<file path="config.mk">
export PLATFORM = sky130hd
export DESIGN_NAME = mprj_cfg_master
export DESIGN_NICKNAME = d
export VERILOG_FILES = /design/src/rtl/mprj_cfg_master.sv
export SDC_FILE = /design/constraint.sdc
export NUM_CORES = 1
export LEC_CHECK = 0
export ABC_CLOCK_PERIOD_IN_PS = 3000
export BUFFER_PORTS_ARGS = -buffer_cell sky130_fd_sc_hd__buf_2
export CELL_PAD_IN_SITES_DETAIL_PLACEMENT = 1
export CELL_PAD_IN_SITES_GLOBAL_PLACEMENT = 2
export CORE_ASPECT_RATIO = 2
export CORE_MARGIN = 2
export CORE_UTILIZATION = 31
export DETAILED_ROUTE_END_ITERATION = 7
export GPL_ROUTABILITY_DRIVEN = 0
export HOLD_SLACK_MARGIN = 0.02
export PLACE_DENSITY = 0.95
export SYNTH_ARGS = -nofsm -noshare
export SYNTH_HDL_FRONTEND = slang
export SYNTH_SLANG_ARGS = --single-unit
</file>
<file path="constraint.sdc">
create_clock -name wb_clk_i -period 3 [get_ports wb_clk_i]
set_clock_uncertainty 0.15 [all_clocks]
set_input_delay 0.15 -clock wb_clk_i [delete_from_list [all_inputs] [get_ports wb_clk_i]]
set_output_delay 0.15 -clock wb_clk_i [all_outputs]
set_load 0.05 [all_outputs]
</file>
<file path="src/rtl/mprj_cfg_master.sv">
// mprj_cfg_master: Wishbone classic configuration master with optional write-then-verify.
// Define MPRJ_CFG_MASTER_TIMEOUT_EN to abort transfers that see no ack within TIMEOUT_CYCLES.
module mprj_cfg_master #(
  parameter int TIMEOUT_CYCLES = 255
) (
  input  logic        wb_clk_i,
  input  logic        wb_rst_i,
  input  logic        cmd_valid,
  output logic        cmd_ready,
  input  logic        cmd_we,
  input  logic        cmd_verify,
  input  logic [31:0] cmd_adr,
  input  logic [31:0] cmd_dat,
  input  logic [3:0]  cmd_sel,
  output logic        rsp_valid,
  input  logic        rsp_ready,
  output logic [31:0] rsp_dat,
  output logic        rsp_err,
  output logic        wb_cyc_o,
  output logic        wb_stb_o,
  output logic        wb_we_o,
  output logic [31:0] wb_adr_o,
  output logic [31:0] wb_dat_o,
  output logic [3:0]  wb_sel_o,
  input  logic        wb_ack_i,
  input  logic [31:0] wb_dat_i
);

  typedef enum logic [2:0] {
    ST_IDLE  = 3'd0,
    ST_WRITE = 3'd1,
    ST_GAP   = 3'd2,
    ST_READ  = 3'd3,
    ST_RESP  = 3'd4
  } state_t;

  state_t      state_r, state_s;
  logic        cmd_ready_r, cyc_r, stb_r, we_r, verify_r;
  logic        rsp_valid_r, rsp_err_r;
  logic [31:0] adr_r, dat_r, rsp_dat_r;
  logic [3:0]  sel_r;
  logic        accept_s, ack_s, timeout_s, mismatch_s, enter_resp_s;

  function automatic logic [31:0] sel_mask(input logic [3:0] sel);
    logic [31:0] m;
    m = 32'd0;
    for (int b = 0; b < 4; b++) begin
      m[b*8 +: 8] = {8{sel[b]}};
    end
    return m;
  endfunction

  assign accept_s     = cmd_valid & cmd_ready_r;
  assign ack_s        = stb_r & wb_ack_i;
  // Only bytes enabled by the original command take part in the verify compare.
  assign mismatch_s   = |((wb_dat_i ^ dat_r) & sel_mask(sel_r));
  assign enter_resp_s = (state_r != ST_RESP) && (state_s == ST_RESP);

`ifdef MPRJ_CFG_MASTER_TIMEOUT_EN
  localparam logic [15:0] TO_LAST = 16'(TIMEOUT_CYCLES - 1);

  logic [15:0] to_cnt_r;

  assign timeout_s = stb_r & ~wb_ack_i & (to_cnt_r == TO_LAST);

  // Counts stb-high cycles without ack; cleared whenever stb drops or a transfer ends.
  always_ff @(posedge wb_clk_i or negedge wb_rst_i) begin
    if (!wb_rst_i) begin
      to_cnt_r <= 16'd0;
    end else if (stb_r && !wb_ack_i && !timeout_s) begin
      to_cnt_r <= to_cnt_r + 16'd1;
    end else begin
      to_cnt_r <= 16'd0;
    end
  end
`else
  assign timeout_s = 1'b0;
`endif

  // State register
  always_ff @(posedge wb_clk_i or negedge wb_rst_i) begin
    if (!wb_rst_i) begin
      state_r <= ST_IDLE;
    end else begin
      state_r <= state_s;
    end
  end

  // Next-state logic
  always_comb begin
    state_s = state_r;
    case (state_r)
      ST_IDLE: begin
        if (accept_s) begin
          if (cmd_we) state_s = ST_WRITE;
          else        state_s = ST_READ;
        end else begin
          state_s = ST_IDLE;
        end
      end
      ST_WRITE: begin
        if (ack_s) begin
          if (verify_r) state_s = ST_GAP;
          else          state_s = ST_RESP;
        end else if (timeout_s) begin
          state_s = ST_RESP;
        end else begin
          state_s = ST_WRITE;
        end
      end
      ST_GAP:  state_s = ST_READ;
      ST_READ: begin
        if (ack_s || timeout_s) state_s = ST_RESP;
        else                    state_s = ST_READ;
      end
      ST_RESP: begin
        if (rsp_ready) state_s = ST_IDLE;
        else           state_s = ST_RESP;
      end
      default: state_s = ST_IDLE;
    endcase
  end

  // Registered bus/handshake outputs, command latch and response capture
  always_ff @(posedge wb_clk_i or negedge wb_rst_i) begin
    if (!wb_rst_i) begin
      cmd_ready_r <= 1'b0;
      cyc_r       <= 1'b0;
      stb_r       <= 1'b0;
      we_r        <= 1'b0;
      verify_r    <= 1'b0;
      adr_r       <= 32'd0;
      dat_r       <= 32'd0;
      sel_r       <= 4'd0;
      rsp_valid_r <= 1'b0;
      rsp_dat_r   <= 32'd0;
      rsp_err_r   <= 1'b0;
    end else begin
      cmd_ready_r <= (state_s == ST_IDLE);
      cyc_r       <= (state_s == ST_WRITE) || (state_s == ST_READ);
      stb_r       <= (state_s == ST_WRITE) || (state_s == ST_READ);
      we_r        <= (state_s == ST_WRITE);
      rsp_valid_r <= (state_s == ST_RESP);
      if (accept_s) begin
        adr_r    <= cmd_adr;
        dat_r    <= cmd_dat;
        sel_r    <= cmd_sel;
        verify_r <= cmd_verify & cmd_we;
      end
      if (enter_resp_s) begin
        if (timeout_s) begin
          rsp_dat_r <= 32'd0;
          rsp_err_r <= 1'b1;
        end else if (state_r == ST_READ) begin
          rsp_dat_r <= wb_dat_i;
          rsp_err_r <= verify_r & mismatch_s;
        end else begin
          rsp_dat_r <= 32'd0;
          rsp_err_r <= 1'b0;
        end
      end
    end
  end

  assign cmd_ready = cmd_ready_r;
  assign wb_cyc_o  = cyc_r;
  assign wb_stb_o  = stb_r;
  assign wb_we_o   = we_r;
  assign wb_adr_o  = adr_r;
  assign wb_dat_o  = dat_r;
  assign wb_sel_o  = sel_r;
  assign rsp_valid = rsp_valid_r;
  assign rsp_dat   = rsp_dat_r;
  assign rsp_err   = rsp_err_r;

endmodule

</file>
======== Word level (Yosys, flattened, before mapping) ========
Index checks and enable logic that the tools add are counted.
word-level totals
  register bits ........................... 109
  bits of input ports ..................... 107
  output and inout port bits .............. 106
  logic and storage cells ................. 39
operators by class
  eq/ne operators ......................... 8
  multiplexer cells ....................... 9
  bitwise logic cells ..................... 6
  reductions and logical operators ........ 5
operators with widths
  kind                  count
  $and A32 B32 Y32      1
  $mux W32              1
  $reduce_or A32 Y1     1
  $xor A32 B32 Y32      1
  $pmux W3 S5           1
  $mux W3               4
  $eq A3 B2 Y1 const B  3
  $eq A3 B1 Y1 const B  2
  $eq A3 B3 Y1 const B  2
  $logic_not A3 Y1      2
  $and A1 B1 Y1         4
  $mux W2               2
  $ne A3 B3 Y1 const B  1
  $logic_and A1 B1 Y1   1
  $logic_or A1 B1 Y1    1
  $mux W1               1

======== Longest topological paths before layout ========
  depth in word-level cells ............... 5
  gate-level depth with buffers ........... 6
  gate-level depth less buffers ........... 5

======== Worst setup path before layout ========
OpenSTA, ideal clock, no wires.
  kind .................................... register -> register
  from .................................... reg stb_r (netlist: wb_stb_o)
  to ...................................... reg cmd_ready_r (netlist: cmd_ready)
  setup time .............................. 0.135 ns
  data arrival time ....................... 1.719 ns
  data required time ...................... 2.715 ns
  path slack .............................. 0.996 ns
  cell stages (with the launch flop) ...... 7
  buffers on the path ..................... 1
  clock period less this slack ............ 2.004 ns
  path through ............................ dfrtp_1 > nand2_1 > or4b_1 > buf_6 > o21ai_4 > o21a_4 > nor3_1
on the way
  word-level cells in the longest chain between the ends .. 4
  elaborated cells on any way between the ends .. 5
  classes of those cells .................. mux (3); bitwise (1); reduce/logical (1)
ends and longest elaborated chain
  what                               RTL line  RTL
  start: declaration                 38        logic cmd_ready_r, cyc_r, stb_r, we_r, verify_r;
  start signal: assignment           141       stb_r <= (state_s == ST_WRITE) || (state_s == ST_READ);
  $and A1 B1 Y1 *                    54        assign ack_s = stb_r & wb_ack_i;
  $mux W3, on equally long branches  113, 102
  $pmux W3 S5 *                      92        case (state_r)
  named net state_s[2]               37        state_t state_r, state_s;
  $logic_not A3 Y1 *                 139       cmd_ready_r <= (state_s == ST_IDLE);
  end signal: assignment             139
  end: declaration                   38
The timed path passes the listed nets; every way through them passes the cells marked *.
A chain may end at the register's enable or synchronous reset.

======== Worst setup path after layout ========
  from .................................... reg cmd_ready_r (netlist: cmd_ready)
  to ...................................... reg dat_r[5] (netlist: wb_dat_o[5])
on the way
  word-level cells in the longest chain between the ends .. 1
ends and longest elaborated chain
  what                    RTL line  RTL
  $and A1 B1 Y1           53        assign accept_s = cmd_valid & cmd_ready_r;
  end signal: assignment  146       dat_r <= cmd_dat;
  end: declaration        40        logic [31:0] adr_r, dat_r, rsp_dat_r;
Every way passes these cells.

==> results.toml <==
[detailed_routing]
routed_wirelength_um = 17100
drt_first_iter_violations = 120
drt_pass1_iterations = 4
wire_per_inst_um = 19.5
postRouteAntennaNets = 0
drcViolationCount = 0
avgViaCountPerCell = 4.75
route.vias.total = 4151

[critical_path]
critical_path_destination = "wb_dat_o[5]$_DFFE_PN0P_"
rr_startpoint = "cmd_ready$_DFF_PN0_"
critical_path.startpoint_type = "flop"
endpoint_kind = "flop"
r2r.worst_path.cells = 3
crit_type = "flop to flop"
rr_endpoint = "wb_dat_o[5]$_DFFE_PN0P_"
crit_path_top_delay_cell = "buf_4"
arrival_ns = 2.13
r2r_setup_slack_ns = 0.94
worst-endpoint-required_ns = 3.07
critPathLaunch = "cmd_ready$_DFF_PN0_"
critical-path-max-stage-delay_ns = 0.48
critical_path_peak_fanout = 42
path_cells = "nand2_4, buf_4, mux2_2"

[clock_network]
cts_root_buffer = "clkbuf_16"
htreeDepth = 3
cts_tree = "yes"
clk_pin_slew_ns = 0.08
postCtsSetupBuffers = 0
num_clock_sinks = 109
clock_insertion_delay_at_the_later_pin_of_the_skew_report_ns = 0.34
cts_max_path_buffers = 2
tritoncts.num_buffers = 9

[pwr]
total_power_mw = 8.58
clkPwrFrac_pct = 14.2
powerDensity_mw_per_mm2 = 1200
p_int_mw = 4.10
vdd_ir_drop_max_mv = 0.637
cellLeakagePower_nw = 3.57
switching_power_mw = 4.48
sw_frac_of_total_pct = 52.2
pwr-share-seq_pct = 30.8
combinational_group_share_of_total_power_pct = 55.0

[finish]
post_route_cells_drive_above_1_share_pct = 44.9
footprint_of_the_flip_flops_and_latches_mm2 = 0.00273
area_delta_synth_final_pct = 57.4
nFillCells = 1579
layout.nets = 782
multi_input_logic_area_mm2 = 0.00171

[global_route]
groute.usage.overall_pct = 22.0
initial_antenna_violation_count = 2
largest_net_degree_at_the_start_of_global_routing = 62
globalRoute.totalOverflow = 0
grt_pass1_vias = 4789
grt_first_pass_wirelength_um = 25600

[synthesis]
post-synth-top-area-cell = "dfrtp_1"
synth_largest_type_area_fraction_pct = 60.0
synth_area_per_cell_um2 = 12.6
synth_enable_flop_cells = 0
synth_warnings = 0
yosysMostFrequentCell = "dfrtp_1"
synth_flop_cell = "dfrtp_1"
ys_seq_area_share_pct = 60.0
synthTopCellsByArea = "dfrtp_1, mux2_2, xnor2_1, nand2_1, nand3_1"
number_of_unique_standard_cell_types_used_by_synthesis = 28
synth-async-reset-ratio_pct = 100
cell_types_with_the_highest_counts_after_synthesis = "dfrtp_1, mux2_2, nand2_1, nand3_1, xnor2_1"
yosys_register_bits = 109
cell_area_synth_mm2 = 0.00455
syn-num-nets = 468
synthCells = 361

[outcome]
run_status = "complete, no violations"

[timing]
period_minus_slack_ns = 2.06
drv_slew = 0
layout_worst_path_cycle_share_pct = 68.6
finalHoldViolCount = 0
finalSetupViolations = 0
fin_setup_tns_ns = 0
fmax_mhz = 486
setup_repair_after_global_routing_missed_its_margin = "false"
max_slew.worst_pin.slew_ns = 0.823
max_slew_margin_pct = 45.1

[floorplanning]
row_count = 62
floorplan.die_area_mm2 = 0.0157
top_level_i_o_count = 213
initial_core_util_pct = 31.7
fp.dieW_um = 89.7
core_area_mm2 = 0.0144
chipHeight_um = 175

[min_path]
min-delay-start = "wb_ack_i"
hp-class = "input port to flop"

[place]
detailedPlacementHpwl_um = 10600
port_buffers = 212

[flow_run]
max_cap_violations = 0
repair_timing:
action	in CTS	in global routing
resized for setup	0	0
hold endpoints to repair	164	0
hold buffers	105	0
critical path: cells and delay by family, from the launching register on:
family / cells / cell delay [ns]
DFF: 1 / 0.41
buffers and inverters: 1 / 0.48
and+or+nand+nor: 1 / 0.44
muxes: 1 / 0.43
metrics by stage:
| step | setup WS (ns) | utilization [%] | instances | hold slack (ns) | area, um2 |
|---|---|---|---|---|---|
| 2_1_floorplan | 0.996 | - | 361 | -0.296 | 4550 |
| 3_3_place_gp | 1.05 | 40.4 | 751 | 0.118 | 5800 |
| 3_5_place_dp | 0.972 | 40.4 | 751 | 0.145 | 5800 |
| 4_1_cts | 0.969 | 49.8 | 872 | 0.0798 | 7150 |
| 5_1_grt | 0.839 | 49.9 | 874 | 0.106 | 7160 |
| 6_report | 0.941 | 49.9 | 874 | 0.0910 | 7160 |
placed cells by master, fill, tap and decap left out, types with 2 or more instances in the layout:
| cell type | n |
|---|---|
| nand4_1 | 8 |
| inv_6 | 2 |
| nand2_1 | 67 |
| diode_2 | 2 |
| a211oi_1 | 2 |
| clkbuf_16 | 9 |
| o21ai_0 | 5 |
| mux2_2 | 68 |
| buf_2 | 211 |
| dlygate4sd3_1 | 105 |
| buf_4 | 5 |
| nor2b_1 | 2 |
| nand3_1 | 33 |
| xnor2_1 | 32 |
| dfrtp_1 | 109 |
power by group through the flow:
stage / clock (mW) / sequential [mW] / combinational [mW]
2_1_floorplan: 0 / 4.84 / 1.16
3_3_place_gp: 0 / 2.58 / 4.46
3_5_place_dp: 0 / 2.64 / 4.56
4_1_cts: 1.26 / 2.61 / 4.68
5_1_grt: 1.30 / 2.73 / 4.91
6_report: 1.22 / 2.64 / 4.72
state kept, by name, summed over array words and instances, names as in the netlist, 3 cells and up:
| signal | flops |
|---|---|
| wb_dat_o | 32 |
| wb_adr_o | 32 |
| state_r | 3 |
| rsp_dat | 32 |
| wb_sel_o | 4 |
metal layers:
layer	wire length, um	global-route usage (%)	vias to the layer above
met4	1070	13.9	0
met3	537	3.15	58
met5	0	0	-
met1	5280	19.6	2086
met2	10200	42.7	152
li1	-	-	1855
final cells by class:
cell class	instances	area share, %
well taps	192	3.36
inverters	1	0.0524
flip-flops and latches	109	38.1
multi-input cells	232	23.9
repair buffers	322	30.2
diodes	2	0.0699
clock buffers	9	3.15
clock inverters	7	1.12
worst min path at each step:
stage          slack (ns)                       end  cells past startpoint
5_1_grt              0.11        wb_stb_o$_DFF_PN0_                      3
3_3_place_gp         0.12  wb_dat_o[24]$_DFFE_PN0P_                      1
3_5_place_dp         0.14  wb_dat_o[30]$_DFFE_PN0P_                      1
2_1_floorplan       -0.30       cmd_ready$_DFF_PN0_                      0
4_1_cts              0.08        wb_stb_o$_DFF_PN0_                      3
6_report             0.09        wb_stb_o$_DFF_PN0_                      3
cell families (layout without fill, tap and decap cells):
group	count (synthesis)	in the layout	synth area share [%]
other	0	2	0
multiplexers	69	69	17.1
flip-flops	109	109	60.0
XOR/XNOR	32	32	6.16
AO/OA/AOI/OAI	13	13	2.20
buffers and inverters	20	339	2.56
AND/OR/NAND/NOR	118	118	12.0
Note: power is estimated with default switching activity, not from simulation.
